### config.mk
export PLATFORM = sky130hd
export DESIGN_NAME = stopwatch_ctrl
export DESIGN_NICKNAME = d
export VERILOG_FILES = /design/src/rtl/stopwatch_ctrl.sv
export SDC_FILE = /design/constraint.sdc
export NUM_CORES = 1
export LEC_CHECK = 0
export ABC_CLOCK_PERIOD_IN_PS = 2200
export BUFFER_PORTS_ARGS = -buffer_cell sky130_fd_sc_hd__buf_2
export CAP_MARGIN = 10
export CORE_ASPECT_RATIO = 0.8
export CORE_UTILIZATION = 35
export CTS_BUF_LIST = sky130_fd_sc_hd__clkbuf_2
export DETAILED_ROUTE_END_ITERATION = 10
export PLACE_DENSITY = 0.65
export SYNTH_ARGS = -nofsm -noshare
export SYNTH_HDL_FRONTEND = slang
export SYNTH_SLANG_ARGS = --single-unit
### constraint.sdc
create_clock -name clk -period 2.2 [get_ports clk]
set_input_delay 0.11 -clock clk [delete_from_list [all_inputs] [get_ports clk]]
set_output_delay 0.11 -clock clk [all_outputs]
set_load 0.01 [all_outputs]
### src/rtl/stopwatch_ctrl.sv
// Stopwatch controller: a run/lap/pause FSM over a prescaled 3-digit BCD counter.
// The display shows a frozen lap value while in LAP and the live count otherwise.
module stopwatch_ctrl #(
  parameter int DIV = 10
) (
  input  logic       clk,
  input  logic       reset,
  input  logic       start_stop,
  input  logic       lap,
  input  logic       clr,
  output logic [3:0] d0,
  output logic [3:0] d1,
  output logic [3:0] d2,
  output logic       running,
  output logic       lap_active,
  output logic       step,
  output logic       ovf
);

  localparam int PW = (DIV > 1) ? $clog2(DIV) : 1;
  localparam logic [PW-1:0] PRESC_MAX = PW'(DIV - 1);
  localparam logic [11:0] COUNT_TOP = 12'h999;

  typedef enum logic [1:0] {
    IDLE  = 2'd0,
    RUN   = 2'd1,
    LAP   = 2'd2,
    PAUSE = 2'd3
  } state_t;

  state_t        state, state_nxt;
  logic [PW-1:0] presc, presc_nxt;
  logic [11:0]   count, count_nxt;
  logic [11:0]   lap_reg, lap_nxt;
  logic          ovf_nxt;
  logic          step_nxt;
  logic          counting;
  logic          inc;
  logic [11:0]   shown;

  // Decimal increment of a packed hundreds:tens:ones value; 999 rolls to 000.
  function automatic logic [11:0] bcd_inc(input logic [11:0] v);
    logic [11:0] r;
    r = v;
    if (v[3:0] != 4'd9) begin
      r[3:0] = v[3:0] + 4'd1;
    end else begin
      r[3:0] = 4'd0;
      if (v[7:4] != 4'd9) begin
        r[7:4] = v[7:4] + 4'd1;
      end else begin
        r[7:4] = 4'd0;
        if (v[11:8] != 4'd9) begin
          r[11:8] = v[11:8] + 4'd1;
        end else begin
          r[11:8] = 4'd0;
        end
      end
    end
    return r;
  endfunction

  always_ff @(posedge clk) begin
    if (reset) begin
      state   <= IDLE;
      presc   <= '0;
      count   <= '0;
      lap_reg <= '0;
      ovf     <= 1'b0;
      step    <= 1'b0;
    end else begin
      state   <= state_nxt;
      presc   <= presc_nxt;
      count   <= count_nxt;
      lap_reg <= lap_nxt;
      ovf     <= ovf_nxt;
      step    <= step_nxt;
    end
  end

  // Timing runs off the state held before the edge, so the edge that leaves
  // RUN/LAP still advances the prescaler and may still increment.
  always_comb begin
    state_nxt = state;
    presc_nxt = presc;
    count_nxt = count;
    lap_nxt   = lap_reg;
    ovf_nxt   = ovf;
    step_nxt  = 1'b0;
    inc       = 1'b0;
    counting  = (state == RUN) || (state == LAP);

    if (counting) begin
      if (presc == PRESC_MAX) begin
        presc_nxt = '0;
        inc       = 1'b1;
      end else begin
        presc_nxt = presc + PW'(1);
      end
    end

    if (inc) begin
      count_nxt = bcd_inc(count);
      step_nxt  = 1'b1;
      if (count == COUNT_TOP) begin
        ovf_nxt = 1'b1;
      end
    end

    // Command priority is clr > start_stop > lap; clr only means something in PAUSE.
    case (state)
      IDLE: begin
        if (start_stop) begin
          state_nxt = RUN;
        end
      end
      RUN: begin
        if (start_stop) begin
          state_nxt = PAUSE;
        end else if (lap) begin
          state_nxt = LAP;
          lap_nxt   = count;
        end
      end
      LAP: begin
        if (start_stop) begin
          state_nxt = PAUSE;
        end else if (lap) begin
          state_nxt = RUN;
        end
      end
      PAUSE: begin
        if (clr) begin
          state_nxt = IDLE;
          presc_nxt = '0;
          count_nxt = '0;
          lap_nxt   = '0;
          ovf_nxt   = 1'b0;
        end else if (start_stop) begin
          state_nxt = RUN;
        end
      end
      default: begin
        state_nxt = IDLE;
      end
    endcase
  end

  always_comb begin
    shown      = (state == LAP) ? lap_reg : count;
    d0         = shown[3:0];
    d1         = shown[7:4];
    d2         = shown[11:8];
    running    = (state == RUN) || (state == LAP);
    lap_active = (state == LAP);
  end

endmodule

== Yosys cells after proc, flatten, opt, wreduce, memory -nomap -nowiden ==
Index checks and enable logic that the tools add are counted.
W data, S select, Z words.

* Add/sub/neg operators: 4
* Equality and inequality tests: 13
* Muxes and demuxes: 31
* Reductions and logical operators: 5

{| class="wikitable"
|+ Operators with widths
! cell !! count
|-
| $mux W12 || 7
|-
| $mux W4 || 8
|-
| $pmux W12 S2 || 1
|-
| $add A4 B1 Y4 const B || 4
|-
| $eq A12 B12 Y1 const B || 1
|-
| $mux W2 || 6
|-
| $ne A4 B4 Y1 const B || 3
|-
| $mux W8 || 1
|-
| $pmux W2 S4 || 1
|-
| $mux W1 || 7
|-
| $ne A2 B2 Y1 const B || 3
|-
| $ne A3 B3 Y1 const B || 2
|-
| $eq A2 B2 Y1 const B || 2
|-
| $eq A4 B4 Y1 const B || 1
|-
| $reduce_and A4 Y1 || 1
|-
| $eq A2 B1 Y1 const B || 1
|-
| $logic_not A2 Y1 || 1
|-
| $reduce_and A2 Y1 || 1
|-
| $reduce_bool A2 Y1 || 1
|-
| $logic_or A1 B1 Y1 || 1
|}

* Bits in registers: 32
* Output and inout port bits: 16
* Logic and storage cells: 59

== Longest topological paths before layout ==
* Word-level depth: 7
* Depth in mapped cells: 7
* Depth with buffers taken out: 6

== Worst setup path after synthesis ==
OpenSTA, ideal clock, no wires.

* Path kind: flip-flop to flip-flop
* Start: register state[0]
* End: register count[9]
* Setup time: 0.071 ns
* Arrival time: 1.718 ns
* Data required time: 2.129 ns
* Setup slack: 0.411 ns
* Cell stages (with the launch flop): 8
* Path buffers: 1
* Period minus slack after synthesis: 1.789 ns
* Path through: dfxtp_1 inv_1 ha_1 and4b_1 buf_4 nand4_4 or3_1 a21oi_1

* Cells in the longest elaborated chain, start to end: 6
* Elaborated cells on any way between the ends: 8
* Those cells by class: 3 x eq/ne; 4 x mux; 1 x reduce/logical

{| class="wikitable"
|+ RTL lines
! item !! RTL line !! source
|-
| start, declared || 31 || <nowiki>state_t state, state_nxt;</nowiki>
|-
| start signal, assigned || 72 || <nowiki>state <= state_nxt;</nowiki>
|-
| $eq A2 B1 Y1 / $eq A2 B2 Y1 (equally long branches) || - ||
|-
| $logic_or A1 B1 Y1 (*) || - ||
|-
| net running || 14 || <nowiki>output logic running,</nowiki>
|-
| $mux W1 (*) || 93 || <nowiki>if (counting) begin</nowiki>
|-
| $mux W12 (*) || 102 || <nowiki>if (inc) begin</nowiki>
|-
| $mux W12 || 133 || <nowiki>if (clr) begin</nowiki>
|-
| $mux W12 (*) || 111 || <nowiki>case (state)</nowiki>
|-
| end signal, assigned || 74 || <nowiki>count <= count_nxt;</nowiki>
|-
| end, declared || 33 || <nowiki>logic [11:0] count, count_nxt;</nowiki>
|}

The timed path passes the listed nets; every way through them passes the cells marked *.
A chain may end at the register's enable or synchronous reset.

== Final worst setup path ==
* Start: register state[0]
* End: register count[9]

* Cells in the longest elaborated chain, start to end: 6
* Elaborated cells on any way between the ends: 8
* Those cells by class: 3 x eq/ne; 4 x mux; 1 x reduce/logical

{| class="wikitable"
|+ RTL lines
! item !! RTL line !! source
|-
| $eq A2 B1 Y1 / $eq A2 B2 Y1 (equally long branches) || 91 || <nowiki>counting = (state == RUN) || (state == LAP);</nowiki>
|-
| $logic_or A1 B1 Y1 || 91 ||
|-
| $mux W1 || 93 ||
|-
| $mux W12 || 102 ||
|-
| $mux W12 || 133 ||
|-
| $mux W12 (*) || 111 ||
|}

Mark *: on every way between the ends. The rest lies on a longest branch, timed or not.

==> qor.csv <==
stage,metric,value,unit
outcome,outcome,"complete, no violations",
finish,nFillCells,470,
placed_design,io_buffers,20,
cts,path_clk_slew,0.16,ns
yosys,ys_top_cells_by_area,"dfxtp_1 (37%), mux2i_1 (8.2%), nor2b_1 (7.3%)",
sta,timing.fmax,503,MHz
placed_design,placed_cell_area,1870,um2
cts,cts_root_buf,clkbuf_2,
yosys,synth_flop_cell,dfxtp_1,
global_routing,grt_use_total,14.1,%
finish,layout-drive-gt1-share,24.8,%
route,wl,3.41,mm
sta,finalHoldViolations,0,
sta,hold_slack,0.108,ns
placed_design,gp_congestion,0.792,
placed_design,dp.cells,262,
flow_run,max_cap_violations,0,
sta,fin_crit_sh,90.4,%
cts,cts_tree,yes,
route,drt_iter0_markers,109,
worst_setup_path,worstPathMaxFanout,10,
route,drtAntennaViolNets,0,
sta,final_max_slew_viol_count,0,
die,fp-row-count,22,
die,die_h,64.6,um
sta,skew,0.0148,ns
global_routing,antenna_found_initial,0,
power_and_ir_drop,ir_drop,187,uV
worst_setup_path,crit_required,2.49,ns
cts,post-cts-setup-buffers,0,
hold_path,hold_depth,2,
route,route.detailed.drc,0,
yosys,syn_inst,186,
yosys,synth-edff-count,0,
power_and_ir_drop,leakagePower,0.837,nW
die,fp.dieW,80.2,um
yosys,synth-seq-cells,32,
sta,slew_headroom,56.1,%
sta,worst_slew_pin_slew,0.657,ns
sta,setup_violations,0,
worst_setup_path,worst_setup_path_start_kind,register,
yosys,yosysWarnings,0,
worst_setup_path,criticalPathCategory,register to register,
placed_design,dp_hpwl,2.41,mm
yosys,synth.most_common_cell,dfxtp_1,
die,ioPinCount,21,
cts,ctsHoldBuffers,0,
worst_setup_path,arrival,2.28,ns
finish,design_area,1930,um2
sta,period_needed,1.99,ns
route,wl_per_cell,12.6,um
hold_path,hold_path_class,input port to register,
yosys,yosysTopAreaCellShare,37.4,%
yosys,synth.cell_area,1710,um2
power_and_ir_drop,p_per_area,568,nW/um2
route,firstDrtPassIters,4,
finish,nets,218,
yosys,syn_area_per_cell,9.21,um2
worst_setup_path,rr_worst_depth,6,
sta,rsz0062_at_grt,false,
yosys,seq_area_frac_synth,37.4,%
finish,diodes,0,
cts,clock_latency,0.35,ns
die,start_util,36.8,%
cts,cts_inserted_buffers,5,
yosys,synth_top_area_cell,dfxtp_1,
global_routing,first_global_vias,1209,
route,via_per_inst,4.95,
yosys,synth_nets,195,
global_routing,grt_pass1_wl,5.66,mm
global_routing,grt_overflow_total,0,
die,core_area,4650,um2
sta,tns,0,ns
yosys,synth.distinct_cells,36,
cts,cts.sinks,32,
yosys,yosys-top-cells-count,"dfxtp_1 (32), nor2_1 (24), nor2b_1 (20)",
yosys,async_reset_ff_share,0,%
cts,cts_max_level,2,
finish,instances_no_fill,270,
finish,syn2layout_area_growth,12.9,%
route,via_count,1337,
cts,cts_buffer_depth,2,
worst_setup_path,end_kind,register,
die,dieArea,5180,um2
global_routing,grt_max_degree,18,
==> per-stage QoR <==
stage | power, mW | util, % | worst slack (ns)
2_1_floorplan | 0.691 | - | 0.411
3_3_place_gp | 0.721 | 40.2 | 0.228
3_5_place_dp | 0.721 | 40.2 | 0.168
4_1_cts | 1.11 | 41.6 | 0.117
5_1_grt | 1.15 | 41.6 | 0.0252
6_report | 1.10 | 41.6 | 0.212
==> where the power goes <==
part / internal, mW / switching (mW)
logic: 0.0490 / 0.0628
registers: 0.588 / 0.0100
clock network: 0.196 / 0.192
total: 0.833 / 0.265
==> area by class of cell <==
class / instances / area, um2 / area share [%]
Clock buffer: 6 / 30.0 / 1.55
Inverter: 4 / 15.0 / 0.776
Clock inverter: 2 / 35.0 / 1.81
Sequential cell: 32 / 641 / 33.1
Tap cell: 60 / 75.1 / 3.88
Multi-Input combinational cell: 141 / 1000 / 51.7
Timing Repair Buffer: 25 / 138 / 7.12
==> cells by family (layout without fill, tap and decap cells) <==
logic type | count (synthesis) | count (layout) | share of synthesized area [%]
xor+xnor | 7 | 7 | 3.58
mux | 25 | 25 | 15.4
compound gates | 26 | 26 | 9.50
simple gates | 79 | 79 | 27.0
fa+ha+maj | 4 | 4 | 2.92
buf+inv | 13 | 37 | 4.24
flops | 32 | 32 | 37.4
==> final timing paths <==
check	end	from	slack [ns]
worst max-delay path	count[9]$_SDFF_PP0_	state[0]$_SDFFE_PP0P_	0.21
worst min-delay path	lap_reg[3]$_SDFFE_PP0P_	reset	0.11
worst max register to register	count[9]$_SDFF_PP0_	state[0]$_SDFFE_PP0P_	0.21
worst min register to register	lap_reg[7]$_SDFFE_PP0P_	lap_reg[7]$_SDFFE_PP0P_	0.51
==> layer usage <==
metal	track usage, %	up-vias	wire, um
met5	0	-	0
met4	6.25	0	64
met3	3.38	6	145
met2	20.9	31	1460
met1	19.2	611	1740
li1	-	689	-
==> placed cells by master (no fill, tap or decap), types with 6 or more instances in the layout <==
cell type	n
a21oi_1	11
dfxtp_1	32
o21ai_0	6
mux2i_1	14
nor2b_1	20
clkbuf_2	6
nand2_1	8
nor2_1	24
buf_2	20
mux2_2	11
==> repair_timing <==
item,4_1_cts,5_1_grt
hold endpoints to repair,0,0
setup endpoints to repair,0,3
gates resized for setup,0,1
==> worst max-delay path, stage by stage (launching register included) <==
cell	delay, ns
dfxtp_1	0.43
inv_1	0.08
ha_1	0.35
and4b_2	0.39
nand4_4	0.15
or3_1	0.39
a21oi_1	0.14
No activity file was read; power rests on OpenSTA's default activity.
